$ cat config.mk
export PLATFORM = sky130hd
export DESIGN_NAME = nnlut_rx
export DESIGN_NICKNAME = d
export VERILOG_FILES = /design/src/rtl/nnlut_pkg.sv /design/src/rtl/nnlut_rx_fifo.sv /design/src/rtl/nnlut_rx.sv
export SDC_FILE = /design/constraint.sdc
export NUM_CORES = 1
export LEC_CHECK = 0
export ABC_AREA = 1
export CAP_MARGIN = 20
export CORE_ASPECT_RATIO = 0.8
export CORE_UTILIZATION = 40
export CTS_CLUSTER_SIZE = 10
export DETAILED_ROUTE_END_ITERATION = 6
export GPL_ROUTABILITY_DRIVEN = 0
export SLEW_MARGIN = 40
export SYNTH_ARGS = -nofsm -noshare
export SYNTH_HDL_FRONTEND = slang
export SYNTH_SLANG_ARGS = --single-unit
$ cat constraint.sdc
create_clock -name clk_p -period 3.8 [get_ports clk_p]
set_clock_uncertainty 0.05 [all_clocks]
set_input_delay 0.38 -clock clk_p [delete_from_list [all_inputs] [get_ports clk_p]]
set_output_delay 0.38 -clock clk_p [all_outputs]
set_load 0.02 [all_outputs]
$ cat src/rtl/nnlut_pkg.sv
// nnlut_pkg: shared widths, evaluator latency and the requantize/saturate
// helper used by the NN-LUT receive path.
package nnlut_pkg;

    localparam int RES_WIDTH_D = 41;
    localparam int OUT_WIDTH_D = 8;
    localparam int EVAL_LAT    = 2;

    // Wide enough for any RES_WIDTH+1 sum without overflow.
    localparam int CALC_W = 64;

    // Round-half-up arithmetic shift, then clamp to a signed ow-bit range.
    function automatic logic signed [CALC_W-1:0] requant(
        input logic signed [CALC_W-1:0] v,
        input int                       shift,
        input int                       ow
    );
        logic signed [CALC_W-1:0] t;
        logic signed [CALC_W-1:0] hi;
        logic signed [CALC_W-1:0] lo;
        t  = (v + (64'sd1 <<< (shift - 1))) >>> shift;
        hi = (64'sd1 <<< (ow - 1)) - 64'sd1;
        lo = -(64'sd1 <<< (ow - 1));
        if (t > hi) begin
            requant = hi;
        end else if (t < lo) begin
            requant = lo;
        end else begin
            requant = t;
        end
    endfunction

endpackage

$ cat src/rtl/nnlut_rx_fifo.sv
// nnlut_rx_fifo: DEPTH x WIDTH first-word-fall-through FIFO.
// Ports: push/wdata in, pop in, rdata (head), count, full, empty out.
module nnlut_rx_fifo #(
    parameter int DEPTH = 8,
    parameter int WIDTH = 8
) (
    input  logic                       clk_p,
    input  logic                       rst_n,
    input  logic                       push,
    input  logic [WIDTH-1:0]           wdata,
    input  logic                       pop,
    output logic [WIDTH-1:0]           rdata,
    output logic [$clog2(DEPTH+1)-1:0] count,
    output logic                       full,
    output logic                       empty
);

    localparam int PW = $clog2(DEPTH);
    localparam int CW = $clog2(DEPTH + 1);

    logic [WIDTH-1:0] mem [DEPTH];
    logic [PW-1:0]    wptr;
    logic [PW-1:0]    rptr;
    logic             wr;
    logic             rd;

    assign full  = (count == CW'(DEPTH));
    assign empty = (count == '0);
    assign rd    = pop && !empty;
    // A pop on the same edge frees the slot, so a full FIFO still accepts.
    assign wr    = push && (!full || rd);
    assign rdata = mem[rptr];

    always_ff @(posedge clk_p) begin
        if (wr) begin
            mem[wptr] <= wdata;
        end
    end

    always_ff @(posedge clk_p or negedge rst_n) begin
        if (!rst_n) begin
            wptr  <= '0;
            rptr  <= '0;
            count <= '0;
        end else begin
            if (wr) begin
                wptr <= wptr + 1'b1;
            end
            if (rd) begin
                rptr <= rptr + 1'b1;
            end
            count <= count + CW'(wr) - CW'(rd);
        end
    end

endmodule

$ cat src/rtl/nnlut_rx.sv
// nnlut_rx: captures evaluator results, requantizes, buffers, grants credit.
// Ports: x_issue_n/res_valid_n/res_data in; issue_ok, out_valid_n/out_data
// with out_ready; sticky err_ovf/err_unexp cleared by err_clr.
module nnlut_rx
    import nnlut_pkg::*;
#(
    parameter int RES_WIDTH = RES_WIDTH_D,
    parameter int OUT_WIDTH = OUT_WIDTH_D,
    parameter int SHIFT     = 8,
    parameter int DEPTH     = 8
) (
    input  logic                        clk_p,
    input  logic                        rst_n,
    input  logic                        x_issue_n,
    input  logic                        res_valid_n,
    input  logic signed [RES_WIDTH-1:0] res_data,
    output logic                        issue_ok,
    output logic                        out_valid_n,
    input  logic                        out_ready,
    output logic signed [OUT_WIDTH-1:0] out_data,
    output logic                        err_ovf,
    output logic                        err_unexp,
    input  logic                        err_clr
);

    localparam int CW = $clog2(DEPTH + 1);

    logic signed [CALC_W-1:0] res_ext;
    logic [OUT_WIDTH-1:0]     q_d;
    logic [OUT_WIDTH-1:0]     stg_q;
    logic                     stg_v;
    logic [OUT_WIDTH-1:0]     fifo_head;
    logic [CW-1:0]            fifo_count;
    logic                     fifo_full;
    logic                     fifo_empty;
    logic                     pop;
    logic                     push;
    logic                     ovf_ev;
    logic                     unexp_ev;
    logic                     inc;
    logic                     dec;
    logic [CW-1:0]            infl;
    logic [CW-1:0]            infl_d;
    logic [CW:0]              occ;

    assign res_ext = {{(CALC_W-RES_WIDTH){res_data[RES_WIDTH-1]}}, res_data};
    assign q_d     = OUT_WIDTH'(requant(res_ext, SHIFT, OUT_WIDTH));

    always_ff @(posedge clk_p or negedge rst_n) begin
        if (!rst_n) begin
            stg_v <= 1'b0;
            stg_q <= '0;
        end else begin
            stg_v <= !res_valid_n;
            if (!res_valid_n) begin
                stg_q <= q_d;
            end
        end
    end

    assign pop    = !fifo_empty && out_ready;
    assign push   = stg_v && (!fifo_full || pop);
    assign ovf_ev = stg_v && fifo_full && !pop;

    nnlut_rx_fifo #(
        .DEPTH (DEPTH),
        .WIDTH (OUT_WIDTH)
    ) u_fifo (
        .clk_p (clk_p),
        .rst_n (rst_n),
        .push  (push),
        .wdata (stg_q),
        .pop   (pop),
        .rdata (fifo_head),
        .count (fifo_count),
        .full  (fifo_full),
        .empty (fifo_empty)
    );

    assign inc = !x_issue_n;
    assign dec = !res_valid_n;

    always_comb begin
        infl_d   = infl;
        unexp_ev = dec && (infl == '0);
        unique case (1'b1)
            inc && !dec: begin
                if (infl != CW'(DEPTH)) begin
                    infl_d = infl + 1'b1;
                end
            end
            dec && !inc: begin
                if (infl != '0) begin
                    infl_d = infl - 1'b1;
                end
            end
            default: ;
        endcase
    end

    always_ff @(posedge clk_p or negedge rst_n) begin
        if (!rst_n) begin
            infl      <= '0;
            err_ovf   <= 1'b0;
            err_unexp <= 1'b0;
        end else begin
            infl      <= infl_d;
            err_ovf   <= ovf_ev | (err_ovf & ~err_clr);
            err_unexp <= unexp_ev | (err_unexp & ~err_clr);
        end
    end

    // Every issued x reserves a slot until it leaves the FIFO, so a
    // result can always be absorbed. Pops are credited one edge late.
    assign occ = {1'b0, infl} + {{CW{1'b0}}, stg_v} + {1'b0, fifo_count};
    assign issue_ok = (occ < (CW + 1)'(DEPTH));

    assign out_valid_n = fifo_empty;
    assign out_data    = fifo_empty ? '0 : fifo_head;

endmodule

==> qor.txt, run 1 <==
Fill count - 1205
Worst hold slack - -0.0115 ns
Max VDD drop - 0.446 mV
Hold Buf Count CTS - 0
CP startpoint kind - flop
Final Hold Fails - 21
Worst slew margin relative to its limit - 44.7%
Unrepaired setup endpoints after global routing - no
Register share of total power - 35.4%
CP arrival - 2.64 ns
Fin cells - 866
Routed via count - 4199
Post-cts sizing count - 0
Starting density of the core - 41.9%
# diodes - 0
DP Worst Slack - 0.814 ns
Max-slew violations - 0
Final setup margin - 0.728 ns
CP Launch Point - u_fifo.rptr[0]
Cell variety after synth - 33
Post-CTS setup buffer count - 0
Commonest non-fill, non-tap cell in the layout - nand2_1
Reg2reg start - u_fifo.count[2]
FF-to-FF setup slack - 1.11 ns
PortBufs - 51
Drt wl/cell - 13.4 um
Cells after Synth - 634
Total core area - 12500 um2
Residual DRC count - 0
Violated checks - hold timing
Syn nets - 700
Die Width - 130 um
Metal2 WL - 5420 um
Fin Setup TNS - 0 ns
Commonest non-fill, non-tap cells in the layout - nand2_1 (178), nor2_1 (113), edfxtp_1 (64)
CTS tree - done
FP Rows - 36
Initial DRC count - 313
Leading area contributor after synthesis - edfxtp_1
Final setup viols - 0
Clock power frac - 26.0%
# H-tree levels - 3
Clock transition at path regs - 0.06 ns
Synth warnings - 0
M1 WL - 5740 um
CTS Buf Count - 9
Pleak - 0.00265 uW
Clk sinks - 89
CP Capture Type - primary output
Layout cells sized above 1 - 8.06%
Root Driver - clkbuf_16
Initial antenna violation count - 0
Die Ht - 104 um
Met3 WL - 437 um
Min-Delay Path Class - in -> async
Largest net degree at the start of global routing - 34
Status - complete, but fails checks
Clock Path Buffers - 2
Placed cells - 850
Final Power - 3850 uW
Worst-Margin Slew - 0.827 ns
Critical Path Fanout Max - 21
Synth top area share - 36.7%
Skew-Pair Late Insertion Delay - 0.32 ns
Area Growth Syn to Fin - 20.3%
Synth Register Bits - 89
Sequential share of the synthesized area - 48.7%
Async SR Flop Fraction - 28.1%
Total track usage - 18.3%
Pre-Repair DR Iteration Count - 4
Top_reg_cell synth - edfxtp_1
Cell depth of the worst flop-to-flop path - 8
Number of synthesized flops with an enable pin - 64
CP required - 3.37 ns
IO Count - 59
Worst R2R End - u_fifo.mem[4][0]
DRT Wirelength - 11600 um
Final worst path period share - 80.8%
Synth area leaders - edfxtp_1 (37%), nand2_1 (13%), dfrtp_1 (12%), nor2_1 (8.3%), o21ai_0 (4.8%)
Cell internal pwr - 2490 uW
Synth Area per Inst - 8.26 um2
Post-DR vias/cell - 4.85
Number of routed nets with antenna violations - 0
HPWL after DPL - 8800 um
Critical path class - reg -> out
Worst setup path end - out_data[2]
PD cells - 612 nW/um2
Fmax - 326 MHz
GRT Residual Overflow - 0
Switch Pwr - 1370 uW
Tmin final - 3.07 ns
Sw Ratio - 35.4%
Post-Syn Area - 5230 um2
Final #Nets - 756
Die area - 13500 um2
Top Metal Used - met4
First-pass GRT wire length - 19300 um
Number of global-route vias before repair - 4028
Comb pwr share - 38.5%
Maxcap violations - 0
==> layout make-up <==
cell class,instances,area (um2),share of cell area (%)
clock inverter,6,115,1.83
timing repair buffer,55,536,8.50
multi-input combinational,474,2430,38.5
tap,171,214,3.40
sequential,89,2550,40.5
inverter,61,229,3.64
clock buffer,10,229,3.64
==> flip-flops by register name, summed over array words and instances (netlist names) <==
name          count
u_fifo.mem       64
stg_q             8
infl              4
u_fifo.count      4
u_fifo.rptr       3
u_fifo.wptr       3
err_ovf           1
err_unexp         1
stg_v             1
==> metal layers <==
layer | GRT usage [%] | vias to the layer above
met5 | 0 | -
met4 | 4.07 | 0
met3 | 3.29 | 2
met2 | 29.2 | 65
met1 | 25.7 | 1949
li1 | - | 2183
==> cells in the mapped netlist (2+ instances only) <==
master and n:
a21boi_0 2, a21oi_1 3, a31oi_1 8, clkbuf_1 10, dfrtp_1 25, edfxtp_1 64, fa_1 2, ha_1 17
inv_1 59, nand2_1 178, nand2_2 10, nand2_4 3, nand3_1 19, nand3_2 4, nand3b_1 9, nand4_1 5
nor2_1 116, nor2_2 7, nor2_4 3, nor2_8 3, nor3b_1 2, o21ai_0 50, o21ai_1 3, o21bai_1 2
o22ai_1 8, xnor2_1 5, xor2_1 11
==> power groups by stage <==
stage | clock network [uW] | logic (uW) | registers [uW]
after global placement | 0 | 1460 | 1380
after detailed placement | 0 | 1490 | 1390
after global routing | 1060 | 1660 | 1390
final | 1000 | 1480 | 1370
after CTS | 1020 | 1500 | 1370
after floorplan | 0 | 950 | 1360
==> cells by family (layout without fill, tap and decap cells) <==
kind of cell / Yosys count / count (layout) / share of synthesized area, %
AO/OA/AOI/OAI: 77 / 77 / 8.01
AND/OR/NAND/NOR: 362 / 362 / 30.7
buffers and inverters: 71 / 132 / 5.09
adder cells (fa/ha/maj): 19 / 19 / 4.83
flip-flops: 89 / 89 / 48.7
XOR/XNOR: 16 / 16 / 2.68
==> through the flow <==
step	util (%)	hold WS, ns	area [um2]
finish	50.5	-0.0115	6300
global route	50.5	0.0165	6300
CTS	50.4	0.00304	6290
detailed placement	47.7	0.363	5950
global placement	47.7	0.465	5950
floorplan	-	0.0344	5230
==> critical path, cell delays in order, from the launching register on <==
cell and delay (ns):
dfrtp_1 0.37, inv_1 0.50, buf_4 0.28, o21ai_0 0.08
o22ai_1 0.15, o21ai_0 0.10, a31oi_1 0.18, clkdlybuf4s50_1 0.62
==> how the worst min path moves through the flow <==
stage	startpoint	to	slack (ns)	cells past startpoint
CTS	rst_n	err_ovf	0.003	1
finish	rst_n	err_ovf	-0.01	1
global route	rst_n	err_ovf	0.02	1
floorplan	rst_n	err_ovf	0.03	0
detailed placement	rst_n	err_ovf	0.36	1
global placement	u_fifo.wptr[0]	u_fifo.wptr[0]	0.47	2
Power figures use the tool's default switching activity.
==> run 2, diff against run 1 <==
==> constraint.sdc (replaced) <==
create_clock -name clk_p -period 2.8 [get_ports clk_p]
set_clock_uncertainty 0.05 [all_clocks]
set_input_delay 0.28 -clock clk_p [delete_from_list [all_inputs] [get_ports clk_p]]
set_output_delay 0.28 -clock clk_p [all_outputs]
set_load 0.02 [all_outputs]
==> run 2 against run 1 <==
Effect of this change: the flow now finishes without violations; non-clock buffer count grew 11; register-to-register slack lost 0.55 ns; highest routed layer unchanged; final cell count grew 1.3%; utilization grew 0.59 points; die area is the same; critical path depth shrank 2; flip-flop and latch count is the same; clock-buffer cell count shrank 1.
==> qor.txt, run 2 (synthesis results as in run 1) <==
Final worst path period share - 93.7%
CTS Buf Count - 9 (unchanged)
Critical Path Fanout Max - 4 (-81%)
Pleak - 0.00269 uW (+1.4%)
Post-DR vias/cell - 4.85 (about the same)
Drt wl/cell - 13.1 um (-2.4%)
Min-Delay Path Class - in -> async
Maxcap violations - 0 (unchanged)
IO Count - 59 (unchanged)
GRT Residual Overflow - 0 (unchanged)
Root Driver - clkbuf_16
CTS tree - done
Pre-Repair DR Iteration Count - 5 (+1)
Area Growth Syn to Fin - 21.7%
CP required - 2.47 ns (-0.90 ns)
Final #Nets - 767 (+1.5%)
Fmax - 381 MHz
Unrepaired setup endpoints after global routing - no
Clock transition at path regs - 0.06 ns (about the same)
Max VDD drop - 0.578 mV (+30%)
Initial DRC count - 265 (-15%)
Routed via count - 4254 (+1.3%)
First-pass GRT wire length - 19100 um (-0.82%)
Commonest non-fill, non-tap cell in the layout - nand2_1
Worst slew margin relative to its limit - 61.1% (+16 points)
HPWL after DPL - 8950 um (+1.7%)
CP startpoint kind - flop
Critical path class - reg -> out
Tmin final - 2.62 ns
Skew-Pair Late Insertion Delay - 0.33 ns (about the same)
Residual DRC count - 0 (unchanged)
Biggest register - u_fifo.mem
Die Width - 130 um (unchanged)
Initial antenna violation count - 0 (unchanged)
PortBufs - 51 (unchanged)
Final Hold Fails - 0 (-100%)
DRT Wirelength - 11500 um (-1.1%)
CP arrival - 2.29 ns (-0.35 ns)
PD cells - 813 nW/um2 (+33%)
Total track usage - 18.0% (-0.32 points)
Starting density of the core - 41.9% (unchanged)
Final setup viols - 0 (unchanged)
Number of global-route vias before repair - 4064 (+0.89%)
Largest registers - u_fifo.mem: 64 flops, stg_q: 8 flops
# diodes - 0 (unchanged)
# H-tree levels - 3 (unchanged)
Final core area utilization - 51.1% (+0.59 points)
Commonest non-fill, non-tap cells in the layout - nand2_1 (178), nor2_1 (116), edfxtp_1 (64)
Max-slew violations - 0 (unchanged)
Worst-Margin Slew - 0.583 ns (-0.245 ns)
CP Capture Type - primary output
Clk sinks - 89 (unchanged)
Die Ht - 104 um (unchanged)
Number of routed nets with antenna violations - 0 (unchanged)
Largest net degree at the start of global routing - 34 (unchanged)
Status - finished clean
Total core area - 12500 um2 (unchanged)
Clock Path Buffers - 2 (unchanged)
FP Rows - 36 (unchanged)
Fin Setup TNS - 0 ns (unchanged)
Layout cells sized above 1 - 9.35% (+1.3 points)
Die area - 13500 um2 (unchanged)
Largest register FFs - 64 (unchanged)
[run 2: timing repair]
item,CTS,global route
buffers inserted,0,0
setup endpoints to repair,0,8
resized for setup,0,3
hold buffers,0,0
[run 2: final cells by class]
type / instances / area [um2]
Clock buffer: 9 / 225
Clock inverter: 7 / 101
Fill cell: 1160 / 6110
Inverter: 61 / 236
Multi-Input combinational cell: 474 / 2420
Sequential cell: 89 / 2550
Tap cell: 171 / 214
Timing Repair Buffer: 66 / 627
[run 2: final timing paths]
path / startpoint / end / slack (ns) / depth (start not counted)
hold reg to reg: err_ovf / err_ovf / 0.49 / 2
max in group asynchronous: rst_n / stg_q[1] / 2.19 / 2
hold / removal: rst_n / infl[1] / 0.26 / 2
min in group clk_p: err_ovf / err_ovf / 0.49 / 2
setup reg to reg: u_fifo.count[2] / u_fifo.count[2] / 0.56 / 11
setup / recovery: u_fifo.count[0] / issue_ok / 0.18 / 5
[run 2: worst max-delay path, stage by stage (launching register included)]
cell	delay [ns]
dfrtp_1	0.41
ha_1	0.30
a21oi_1	0.14
o21bai_1	0.08
a2111oi_0	0.35
clkdlybuf4s50_1	0.67
[run 2: metrics by stage]
stage	power (uW)	cells	setup slack (ns)	cell area, um2	hold WS, ns
3_5_place_dp	3930	861	0.0962	6030	0.478
6_report	5180	877	0.175	6370	0.263
5_1_grt	5550	877	0.0452	6370	0.295
3_3_place_gp	3860	861	0.140	6030	0.466
2_1_floorplan	3140	634	0.515	5230	-0.0656
4_1_cts	5220	877	0.0208	6360	0.264
[run 2: layer usage]
metal | up-vias | track usage [%] | wire length, um | share of wire [%]
met3 | 2 | 2.52 | 467 | 4.1
met4 | 0 | 4.49 | 40 | 0.35
met2 | 79 | 29.2 | 5420 | 47
met5 | - | 0 | 0 | 0
met1 | 1970 | 25.0 | 5580 | 48
li1 | 2203 | - | - | -
[run 2: where the power goes]
part           switching (uW)  internal (uW)
Sequential                169           1690
Combinational            1200            839
Clock                     493            789
Total                    1860           3320
